## config.mk

```make
export PLATFORM = sky130hd
export DESIGN_NAME = instr_stream_encoder
export DESIGN_NICKNAME = d
export VERILOG_FILES = /design/src/rtl/instr_stream_encoder_pkg.sv /design/src/rtl/instr_word_encoder.sv /design/src/rtl/instr_stream_encoder.sv
export SDC_FILE = /design/constraint.sdc
export NUM_CORES = 1
export LEC_CHECK = 0
export BUFFER_PORTS_ARGS = -buffer_cell sky130_fd_sc_hd__buf_2
export CAP_MARGIN = 40
export CORE_MARGIN = 8
export CORE_UTILIZATION = 42
export CTS_CLUSTER_DIAMETER = 40
export DETAILED_ROUTE_END_ITERATION = 8
export HOLD_SLACK_MARGIN = 0.1
export PLACE_DENSITY = 0.75
export SYNTH_ARGS = -nofsm -noshare
export SYNTH_HDL_FRONTEND = slang
export SYNTH_SLANG_ARGS = --single-unit
```

## constraint.sdc

```tcl
create_clock -name clk_i -period 1.4 [get_ports clk_i]
set_clock_uncertainty 0.2 [all_clocks]
set_input_delay 0.07 -clock clk_i [delete_from_list [all_inputs] [get_ports clk_i]]
set_output_delay 0.07 -clock clk_i [all_outputs]
set_load 0.005 [all_outputs]
```

## src/rtl/instr_stream_encoder_pkg.sv

```systemverilog
// Shared definitions for the instruction stream encoder.
// Holds the opcode map (same values the control decoder matches on), the
// record kind codes, instruction field widths and the session FSM states.
package instr_stream_encoder_pkg;

  localparam int WORD_W   = 32;
  localparam int OP_W     = 6;
  localparam int REG_W    = 5;
  localparam int SHAMT_W  = 5;
  localparam int FUNCT_W  = 6;
  localparam int IMM_W    = 16;
  localparam int TARGET_W = 26;
  localparam int KIND_W   = 3;

  typedef enum logic [KIND_W-1:0] {
    KIND_R    = 3'd0,
    KIND_ADDI = 3'd1,
    KIND_LW   = 3'd2,
    KIND_SW   = 3'd3,
    KIND_BEQ  = 3'd4,
    KIND_BNE  = 3'd5,
    KIND_J    = 3'd6,
    KIND_JAL  = 3'd7
  } kind_e;

  localparam logic [OP_W-1:0] OP_R    = 6'b000000;
  localparam logic [OP_W-1:0] OP_ADDI = 6'b001001;
  localparam logic [OP_W-1:0] OP_LW   = 6'b101100;
  localparam logic [OP_W-1:0] OP_SW   = 6'b100100;
  localparam logic [OP_W-1:0] OP_BEQ  = 6'b000110;
  localparam logic [OP_W-1:0] OP_BNE  = 6'b000101;
  localparam logic [OP_W-1:0] OP_J    = 6'b000111;
  localparam logic [OP_W-1:0] OP_JAL  = 6'b000011;

  typedef enum logic [1:0] {
    ST_IDLE  = 2'd0,
    ST_LOAD  = 2'd1,
    ST_DRAIN = 2'd2
  } state_e;

  function automatic logic [OP_W-1:0] opcode_of(kind_e kind);
    logic [OP_W-1:0] op;
    unique case (kind)
      KIND_R:    op = OP_R;
      KIND_ADDI: op = OP_ADDI;
      KIND_LW:   op = OP_LW;
      KIND_SW:   op = OP_SW;
      KIND_BEQ:  op = OP_BEQ;
      KIND_BNE:  op = OP_BNE;
      KIND_J:    op = OP_J;
      default:   op = OP_JAL;
    endcase
    return op;
  endfunction

endpackage

```

## src/rtl/instr_word_encoder.sv

```systemverilog
// Combinational encoder: record kind plus fields -> 32-bit machine word.
// Ports:
//   kind_i                      record kind (R, addi, lw, sw, beq, bne, j, jal)
//   rs_i, rt_i, rd_i, shamt_i   register / shift fields
//   funct_i                     R-type function field
//   imm_i                       I-type immediate (branch offsets pass through as-is)
//   target_i                    J-type target field
//   word_o                      encoded instruction word
// Fields that the selected format does not use are ignored.
module instr_word_encoder
  import instr_stream_encoder_pkg::*;
(
  input  logic [KIND_W-1:0]   kind_i,
  input  logic [REG_W-1:0]    rs_i,
  input  logic [REG_W-1:0]    rt_i,
  input  logic [REG_W-1:0]    rd_i,
  input  logic [SHAMT_W-1:0]  shamt_i,
  input  logic [FUNCT_W-1:0]  funct_i,
  input  logic [IMM_W-1:0]    imm_i,
  input  logic [TARGET_W-1:0] target_i,
  output logic [WORD_W-1:0]   word_o
);

  kind_e           kind;
  logic [OP_W-1:0] op;

  assign kind = kind_e'(kind_i);
  assign op   = opcode_of(kind);

  // NOTE: every output of a combinational block gets a default first so no
  // path through the case can leave it unassigned and infer a latch.
  always_comb begin
    word_o = '0;
    unique case (kind)
      KIND_R:          word_o = {op, rs_i, rt_i, rd_i, shamt_i, funct_i};
      KIND_J, KIND_JAL: word_o = {op, target_i};
      default:         word_o = {op, rs_i, rt_i, imm_i};
    endcase
  end

endmodule

```

## src/rtl/instr_stream_encoder.sv

```systemverilog
// Instruction stream encoder: accepts symbolic instruction records over a
// valid/ready handshake, encodes each to a 32-bit word and writes it to
// instruction memory at consecutive word addresses starting at a base.
// Ports:
//   clk_i, rst_i          clock, synchronous active-high reset
//   start_i, base_addr_i  open a session at base_addr_i (only when idle)
//   in_valid_i/in_ready_o record handshake; kind_i and field inputs; last_i
//   mem_we_o/addr/wdata   registered memory write port
//   busy_o                session active; done_o one-cycle end-of-session pulse
//   count_o               words written in the current/last session
//   err_o                 sticky: session cut short because the address ran out
module instr_stream_encoder
  import instr_stream_encoder_pkg::*;
#(
  parameter int ADDR_W = 8
) (
  input  logic                clk_i,
  input  logic                rst_i,
  input  logic                start_i,
  input  logic [ADDR_W-1:0]   base_addr_i,
  input  logic                in_valid_i,
  output logic                in_ready_o,
  input  logic [KIND_W-1:0]   kind_i,
  input  logic [REG_W-1:0]    rs_i,
  input  logic [REG_W-1:0]    rt_i,
  input  logic [REG_W-1:0]    rd_i,
  input  logic [SHAMT_W-1:0]  shamt_i,
  input  logic [FUNCT_W-1:0]  funct_i,
  input  logic [IMM_W-1:0]    imm_i,
  input  logic [TARGET_W-1:0] target_i,
  input  logic                last_i,
  output logic                mem_we_o,
  output logic [ADDR_W-1:0]   mem_addr_o,
  output logic [WORD_W-1:0]   mem_wdata_o,
  output logic                busy_o,
  output logic                done_o,
  output logic [ADDR_W:0]     count_o,
  output logic                err_o
);

  localparam logic [ADDR_W-1:0] ADDR_ONE = {{(ADDR_W-1){1'b0}}, 1'b1};
  localparam logic [ADDR_W:0]   CNT_ONE  = {{ADDR_W{1'b0}}, 1'b1};

  state_e              state_q, state_d;
  logic [ADDR_W-1:0]   addr_q, addr_d;
  logic [ADDR_W:0]     count_q, count_d;
  logic                err_q, err_d;
  logic                mem_we_q, mem_we_d;
  logic [ADDR_W-1:0]   mem_addr_q, mem_addr_d;
  logic [WORD_W-1:0]   mem_wdata_q, mem_wdata_d;
  logic [WORD_W-1:0]   enc_word;
  logic                accept;
  logic                at_top;

  instr_word_encoder u_enc (
    .kind_i   (kind_i),
    .rs_i     (rs_i),
    .rt_i     (rt_i),
    .rd_i     (rd_i),
    .shamt_i  (shamt_i),
    .funct_i  (funct_i),
    .imm_i    (imm_i),
    .target_i (target_i),
    .word_o   (enc_word)
  );

  assign accept = (state_q == ST_LOAD) && in_valid_i;
  assign at_top = (addr_q == '1);

  always_comb begin
    state_d     = state_q;
    addr_d      = addr_q;
    count_d     = count_q;
    err_d       = err_q;
    mem_we_d    = 1'b0;
    mem_addr_d  = mem_addr_q;
    mem_wdata_d = mem_wdata_q;
    unique case (state_q)
      ST_IDLE: begin
        if (start_i) begin
          state_d = ST_LOAD;
          addr_d  = base_addr_i;
          count_d = '0;
          err_d   = 1'b0;
        end
      end
      ST_LOAD: begin
        if (accept) begin
          mem_we_d    = 1'b1;
          mem_addr_d  = addr_q;
          mem_wdata_d = enc_word;
          addr_d      = addr_q + ADDR_ONE;
          count_d     = count_q + CNT_ONE;
          // The last address ends the session even without last_i, so the
          // address never wraps; an unfinished stream is flagged instead.
          if (last_i || at_top) state_d = ST_DRAIN;
          if (at_top && !last_i) err_d = 1'b1;
        end
      end
      default: state_d = ST_IDLE;
    endcase
  end

  // NOTE: state registers use non-blocking assignments so every flop samples
  // the pre-edge values regardless of statement order.
  always_ff @(posedge clk_i) begin
    if (rst_i) begin
      state_q     <= ST_IDLE;
      addr_q      <= '0;
      count_q     <= '0;
      err_q       <= 1'b0;
      mem_we_q    <= 1'b0;
      mem_addr_q  <= '0;
      mem_wdata_q <= '0;
    end else begin
      state_q     <= state_d;
      addr_q      <= addr_d;
      count_q     <= count_d;
      err_q       <= err_d;
      mem_we_q    <= mem_we_d;
      mem_addr_q  <= mem_addr_d;
      mem_wdata_q <= mem_wdata_d;
    end
  end

  assign in_ready_o  = (state_q == ST_LOAD);
  assign busy_o      = (state_q != ST_IDLE);
  assign done_o      = (state_q == ST_DRAIN);
  assign mem_we_o    = mem_we_q;
  assign mem_addr_o  = mem_addr_q;
  assign mem_wdata_o = mem_wdata_q;
  assign count_o     = count_q;
  assign err_o       = err_q;

endmodule

```

Yosys cells after proc, flatten, opt, wreduce, memory -nomap -nowiden:

Cells that the tools add are included.

* register bits: 61
* input bits: 84
* output and inout bits: 54

* reductions and logical operators: 14
* equality and inequality tests: 14
* muxes and demuxes: 17
* add/sub/neg operators: 2
* bitwise operators: 1

Operators by type and width (number)
* 26-bit case mux with 2 select lines: 1
* 6-bit case mux with 7 select lines: 1
* 9-bit two-way mux: 2
* 9-bit case mux with 2 select lines: 1
* 8-bit two-way mux: 2
* 8-bit case mux with 2 select lines: 1
* 3-bit equality test, second input constant: 4
* 9-bit by 1-bit adder with 9-bit output, second input constant: 1
* 8-bit by 1-bit adder with 8-bit output, second input constant: 1
* 8-bit equality test, second input constant: 1
* 3-bit by 2-bit equality test with 1-bit output, second input constant: 2
* 2-bit two-way mux: 3
* 2-bit by 1-bit inequality test with 1-bit output, second input constant: 3
* 3-bit AND reduction: 2
* 1-bit two-way mux: 4
* 2-bit case mux with 2 select lines: 1
* 4-bit AND reduction: 1
* 2-bit nonzero test: 2
* 2-bit OR reduction: 2
* 3-bit by 1-bit equality test with 1-bit output, second input constant: 1
* 3-bit zero test: 1
* 2-bit by 1-bit equality test with 1-bit output, second input constant: 1
* 2-bit equality test, second input constant: 1
* 1-bit logical AND: 2
* other kinds (7): 7

Depth between registers and ports, before layout:

Gate-level depths: netlist of the first run.

* depth in word-level cells: 5
* mapped depth: 8

Cells and area by module:

From an unflattened synthesis of the first run, not the netlist that was laid out.

* cell total of the unflattened synthesis: 403
* area, all modules: 3165.5 sq um

By module, submodules not included
* instr_stream_encoder: instances 1, area each 2451.1 sq um, seq. area each 1221.2 sq um, cells each 308
* instr_word_encoder: instances 1, area each 714.4 sq um, seq. area each 0.0 sq um, cells each 95

Least setup slack after synthesis of the first run:

OpenSTA, ideal clock, no wires.

* path kind: register -> register
* start: reg state_q[0]
* end: reg mem_wdata_q[14], in the netlist mem_wdata_o[14]
* cell stages (with the launch flop): 7
* setup slack: -153 ps
* arrival: 1222 ps
* period minus slack after synthesis: 1553 ps
* cell sequence: dfxtp_1 -> buf_6 -> nand3b_1 -> buf_2 -> a221o_1 -> a21oi_2 -> nor3_2

* longest elaborated chain between the ends: 3

RTL lines
* from (decl): RTL line instr_stream_encoder.sv:44 `state_e state_q, state_d;`
* from (signal assigned): RTL line instr_stream_encoder.sv:116 `state_q <= state_d;`
* 2-bit by 1-bit equality test with 1-bit output (*): RTL line instr_stream_encoder.sv:67, instr_stream_encoder.sv:78
* 1-bit logical AND: RTL line instr_stream_encoder.sv:67 `assign accept = (state_q == ST_LOAD) && in_valid_i;`
* 2-bit AND reduction (no line) (*)
* to (signal assigned): RTL line instr_stream_encoder.sv:122 `mem_wdata_q <= mem_wdata_d;`
* to (decl): RTL line instr_stream_encoder.sv:50 `logic [WORD_W-1:0] mem_wdata_q, mem_wdata_d;`

Every way passes the cells marked *; elsewhere a longest branch is shown, timed or not.
A chain may end at the register's enable or synchronous reset.

Worst setup path in the final report of the first run:

* start: reg state_q[1]
* end: reg mem_wdata_q[11], in the netlist mem_wdata_o[11]

The elaborated chain is that of the path after synthesis.

==> metrics.csv, run 1 <==
metric;value;unit
DP Wirelength;6763;um
Fin Setup TNS;-6.226;ns
Yosys top cell by area;dfxtp_1;
Critical Path Most Common Cell;buf_12;
Finished Cell Area;5416;sq um
Die Y;98.94;um
Switching Share;0.2742;
setup ws final;-0.2074;ns
crit path launch type;register;
DR iter-0 viols;183;
layout cell share with drive strength beyond 1;0.4958;
row count;30;
Clock Path Buffers;2;
Clock Power Share;0.345;
pwr/cell area;858.6;nW/um^2
antenna viol nets, final;0;
fin. max-slew vios;0;
routability cong.;0.8360;
largest net degree at the start of global routing;21;
die width;98.94;um
slowest CP cell;dfxtp_4;
CP Max Fanout;8;
post-synthesis area per instance;8.497;sq um
Post-Synth XOR/XNOR Area;0.02425;
Setup CP Type;reg2reg;
GRT Overall Usage;0.2365;
total power;4650;uW
sequential area share after synthesis;0.4158;
Core Area;6719;sq um
failing checks;negative setup slack;
critical path required time;1.43;ns
total vias in the final route;3794;
Compound-Gate Fraction of Synth Area;0.2126;
initial antenna violation count;5;
Synth top area share;0.4158;
synth warn;0;
Netlist cell types;47;
Min Clock Period, post-route;1.607;ns
worst skew pair latency;0.32;ns
H-tree depth;3;
Int Power;3375;uW
CP Capture Type;register;
CTS tree;yes;
synth top area cells;dfxtp_1 42%, nand2_1 6.4%, nor2_1 6.1%;
Clock Sinks;60;
Port Buffers;136;
Sequential Power Share;0.403;
vias per cell;5.539;
GRT overflow;0;
pre-CTS WS;-0.2064;ns
main combinational cell family by area after synthesis;simple AND/OR/NAND/NOR gates;
Max Clock Freq;622.1;MHz
Net Sw Power;1275;uW
Nets;681;
Worst-path clk slew;0.07;ns
post-synthesis instance area;2889;sq um
status;finished, violations left;
CP Cell Sequence;nand2b_4, inv_4, and2_4, buf_12, buf_12, nor2_1, nor3_1;
Leakage Power;0.002360;uW
drt first pass iters;4;
Hold Crit Class;in2reg;
Post-synth EDFFs;0;
ys async rst share;0;
TritonCTS buffer count;9;
peak supply drop;0.5502;mV
Final Cycle Share;1.148;
WP data arrival;1.64;ns
first-pass GRT wire length;18800;um
post-synthesis register bit count;60;
Filler cells;423;
num ports;138;
Adder-Cell Fraction of Synth Area;0.008662;
Area after DPL;3880;sq um
Comb pwr share;0.251;
initial core utilization;0.4300;
CP max stage delay;0.36;ns
synthesis-to-finish area growth;87.48;%
clock root buffer master;clkbuf_8;
Synth Area in Simple Gates;0.2547;
die area;9788;sq um
vias in the first global route;3761;
Total Wirelength;13530;um
final core occ;0.8061;
final hold viol count;0;
Max Cap Violations;0;
DRC;0;
Post-Syn Nets;426;
wire per inst;19.76;um
Synth Flop Type;dfxtp_1;
setup violators final;60;
post-synthesis mux area share;0.007796;
RSZ-0062 raised after global routing;yes;
Synth Instances;340;
## logic make-up (layout without fill, tap and decap cells)
kind of cell,after synthesis,in the layout
flops,60,60
fa+ha+maj,2,2
other cells,1,7
xor+xnor,8,8
simple gates,151,151
mux,1,1
buf+inv,32,291
compound gates,85,85
## critical path, delay by kind of cell (launching register included)
family                 cells  cell delay (ns)
flip-flops                 1             0.36
AND/OR/NAND/NOR            4             0.60
buffers and inverters      3             0.34
## worst paths after layout
| path | from | to | slack, ns | cells after the start |
|---|---|---|---|---|
| worst min-delay path | in_valid_i | state_q[1] | 0.11 | 4 |
| worst max register to register | state_q[1] | mem_wdata_o[11] | -0.21 | 7 |
| worst min register to register | mem_addr_o[4] | mem_addr_o[4] | 0.25 | 2 |
| worst max-delay path | state_q[1] | mem_wdata_o[11] | -0.21 | 7 |
## sequential cells by signal (all words and copies together), names as in the netlist
| name | cells |
|---|---|
| state_q | 2 |
| err_o | 1 |
| mem_wdata_o | 31 |
| mem_addr_o | 8 |
| count_o | 9 |
| mem_we_o | 1 |
| addr_q | 8 |
## placed cells by master, fill, tap and decap left out, types with 3 or more instances in the layout
master,count
a21oi_1,18
a21oi_2,17
a221o_1,16
a311oi_1,7
a311oi_2,6
a31oi_1,3
and2_1,3
buf_12,4
buf_2,137
buf_4,38
buf_6,8
clkbuf_16,3
clkbuf_8,12
dfxtp_1,50
dfxtp_2,6
dfxtp_4,4
diode_2,6
dlygate4sd3_1,83
nand2_1,47
nand2b_1,4
nor2_1,27
nor2_2,14
nor2_4,7
nor3_1,11
nor3_2,11
nor3_4,3
o21ai_0,3
o21ai_1,3
xnor2_1,8
## stage by stage
stage                     cells  hold WS, ns
after global placement      569       0.1336
final                       685       0.1131
after global routing        684       0.1451
after floorplan             340      0.02495
after CTS                   672       0.1128
after detailed placement    569       0.1460
## power groups by stage
stage	clock [uW]	combinational (uW)	sequential, uW
floorplan	0	405	1900
global placement	0	734	1890
detailed placement	0	755	1900
CTS	1630	993	1860
global route	1710	1240	1890
finish	1610	1170	1880
## per-layer routing
layer	track usage	vias up	wire length (um)
li1	-	1729	-
met5	0	-	0
met2	0.3986	182	7047
met3	0.05990	60	854
met1	0.2503	1823	4963
met4	0.1759	0	668
## cell usage after synthesis (4+ instances only)
master / n
clkbuf_1: 6
nor2_1: 47
xnor2_1: 8
a21oi_1: 34
nor3_1: 23
o21ai_0: 8
a211oi_1: 4
a221o_1: 16
nand2_1: 49
buf_4: 7
nand2b_1: 5
a311oi_1: 10
dfxtp_1: 60
buf_6: 8
buf_2: 6
## repair_timing
item,in CTS,in global routing
endpoints found under the hold margin,51,0
pin swaps,10,15
gates resized for setup,43,51
hold buffers,83,0
endpoints found under the setup margin,51,60
setup buffers,4,5
gates cloned,1,3
## layout make-up
class                      instances  area, sq um  share of cell area
antenna                            6        15.01            0.002772
tap                               80        100.1             0.01848
sequential                        60         1224              0.2259
multi-input combinational        248         1814              0.3350
clock buffer                      14        172.7             0.03188
clock inverter                     1        30.03            0.005544
inverter                           3        13.76            0.002541
timing repair buffer             273         2047              0.3779
(Power assumes the default switching activity.)
==> run 2: changes to the inputs <==
Settings changed: CORE_UTILIZATION 42 to 45, PLACE_DENSITY 0.75 to 0.78.
Clock period 1.4 ns to 1.55 ns, I/O delays scaled along.
==> metrics.csv, run 2 (synthesis results as in run 1) <==
metric;value;unit;change
Worst-path clk slew;0.07;ns;about the same
peak supply drop;0.7361;mV;was 0.5502 mV
drt first pass iters;5;;was 4
initial core utilization;0.4602;;was 0.4300
DRC;0;;unchanged
Leakage Power;0.002224;uW;was 0.002360 uW
TritonCTS buffer count;9;;unchanged
GRT overflow;0;;unchanged
CP Cell Sequence;nand3b_1, buf_6, a221o_1, a21oi_2, nor3_1;;was nand2b_4, inv_4, and2_4, buf_12, buf_12, nor2_1, nor3_1
setup ws final;-0.02496;ns;was -0.2074 ns
R2R Path End;mem_wdata_o[3];;was mem_wdata_o[11]
pre-CTS WS;-0.1115;ns;was -0.2064 ns
Min Clock Period, post-route;1.575;ns;was 1.607 ns
row count;29;;was 30
worst skew pair latency;0.32;ns;about the same
Finished Cell Area;5059;sq um;was 5416 sq um
commonest non-fill, non-tap cell in the layout;buf_2;;unchanged
Port Buffers;136;;unchanged
Hold Crit Class;in2reg;;unchanged
die width;96.13;um;was 98.94 um
GRT Overall Usage;0.2411;;was 0.2365
max_slew headroom;0.4878;;
initial antenna violation count;0;;was 5
Final Cycle Share;1.016;;was 1.148
critical path depth;5;;was 7
status;finished, violations left;;unchanged
RSZ-0062 raised after global routing;yes;;unchanged
WP data arrival;1.58;ns;was 1.64 ns
Clock Path Buffers;2;;unchanged
pwr/cell area;832.2;nW/um^2;was 858.6 nW/um^2
crit path buf inv count;1;;was 3
Max Clock Freq;634.9;MHz;was 622.1 MHz
synthesis-to-finish area growth;75.10;%;was 87.48%
CP max stage delay;0.36;ns;about the same
first-pass GRT wire length;17530;um;was 18800 um
wire per inst;18.23;um;was 19.76 um
crit path launch type;register;;unchanged
final hold viol count;0;;unchanged
routability cong.;0.8675;;was 0.8360
largest net degree at the start of global routing;29;;was 21
Worst Setup SP;state_q[1];;unchanged
die area;9240;sq um;was 9788 sq um
layout cell share with drive strength beyond 1;0.4041;;was 0.4958
Nets;661;;was 681
Worst Setup EP;mem_wdata_o[3];;was mem_wdata_o[11]
hold slack;0.1633;ns;was 0.1131 ns
setup violators final;6;;was 60
total power;4210;uW;was 4650 uW
commonest non-fill, non-tap cells in the layout;136 x buf_2, 83 x dlygate4sd3_1, 55 x dfxtp_1, 48 x nand2_1, 38 x nor2_1;;was 137 x buf_2, 83 x dlygate4sd3_1, 50 x dfxtp_1, 47 x nand2_1, 38 x buf_4
H-tree depth;3;;unchanged
Die Y;96.13;um;was 98.94 um
number of flip-flops in the largest register;31;;unchanged
antenna viol nets, final;0;;unchanged
clock root buffer master;clkbuf_8;;unchanged
Setup CP Type;reg2reg;;unchanged
slowest CP cell;dfxtp_4;;unchanged
Area after DPL;3664;sq um;was 3880 sq um
DP Cell Count;549;;was 569
vias in the first global route;3572;;was 3761
CTS tree;yes;;unchanged
RR Startpoint;state_q[1];;unchanged
Max Cap Violations;0;;unchanged
DP Wirelength;6436;um;was 6763 um
failing checks;negative setup slack;;unchanged
R2R cell count;5;;was 7
flop2flop setup slack;-0.02;ns;was -0.21 ns
Tightest Pin Transition;0.7658;ns;
critical path required time;1.56;ns;was 1.43 ns
DR iter-0 viols;254;;was 183
total vias in the final route;3621;;was 3794
vias per cell;5.495;;was 5.539
Core Area;6277;sq um;was 6719 sq um
Finished Layout Cells;659;;was 685
Clock Sinks;60;;unchanged
CP Max Fanout;11;;was 8
Total Wirelength;12010;um;was 13530 um
CP Capture Type;register;;unchanged
CP top delay family;compound AO/OA/AOI/OAI gates;;was simple AND/OR/NAND/NOR gates
num ports;138;;unchanged
fin. max-slew vios;0;;unchanged
run 2: changes by cell type in the layout (fill, tap and decap cells not counted), sizes merged:
cell,delta
clkinv,+1
diode,-3
buf,-19
clkbuf,-4
clkinvlp,+1
bufinv,+1
run 2: how the worst min path moves through the flow:
stage / from / to / slack [ns] / depth (start not counted)
2_1_floorplan: target_i[17] / mem_wdata_o[17] / 0.04 / 2
3_3_place_gp: target_i[24] / mem_wdata_o[24] / 0.14 / 3
3_5_place_dp: rs_i[4] / mem_wdata_o[25] / 0.15 / 3
4_1_cts: in_valid_i / state_q[1] / 0.14 / 4
5_1_grt: kind_i[1] / mem_wdata_o[23] / 0.18 / 4
6_report: kind_i[1] / mem_wdata_o[24] / 0.16 / 4
run 2: repair_timing:
action,in CTS,in global routing
resized for setup,7,50
endpoints found under the hold margin,53,0
pin swaps,2,18
buffers inserted,0,7
gates cloned,0,2
hold buffers,83,0
endpoints found under the setup margin,48,49
run 2: cell type report:
type                    count  area, sq um
clock inverters             4        72.57
inverters                   3        13.76
clock buffers              11        151.4
multi-input cells         248         1659
well taps                  77        96.34
diodes                      3        7.507
flip-flops and latches     60         1212
fillers                   386         1219
repair buffers            253         1846
run 2: report_power, final:
group          total [uW]  switching (uW)  internal (uW)
combinational         912             427            485
sequential           1690            71.5           1620
clock                1600             621            982
total                4210            1120           3090
run 2: metal layers:
layer / wire length [um] / global-route usage / vias up
met1: 4332 / 0.2678 / 1662
met4: 512 / 0.1383 / 0
li1: - / - / 1682
met5: 0 / 0 / -
met2: 6123 / 0.4154 / 222
met3: 1045 / 0.05304 / 55
run 2: metrics by stage:
stage	setup TNS [ns]	utilization
5_1_grt	-1.201	0.8047
6_report	-0.1028	0.8059
2_1_floorplan	-0.002545	-
4_1_cts	0	0.7552
3_5_place_dp	-2.302	0.5836
3_3_place_gp	-0.7986	0.5836
run 2: worst min-delay path: stages:
cell      delay [ns]
buf_2           0.14
and2_4          0.25
nand2_1         0.10
a311oi_1        0.07
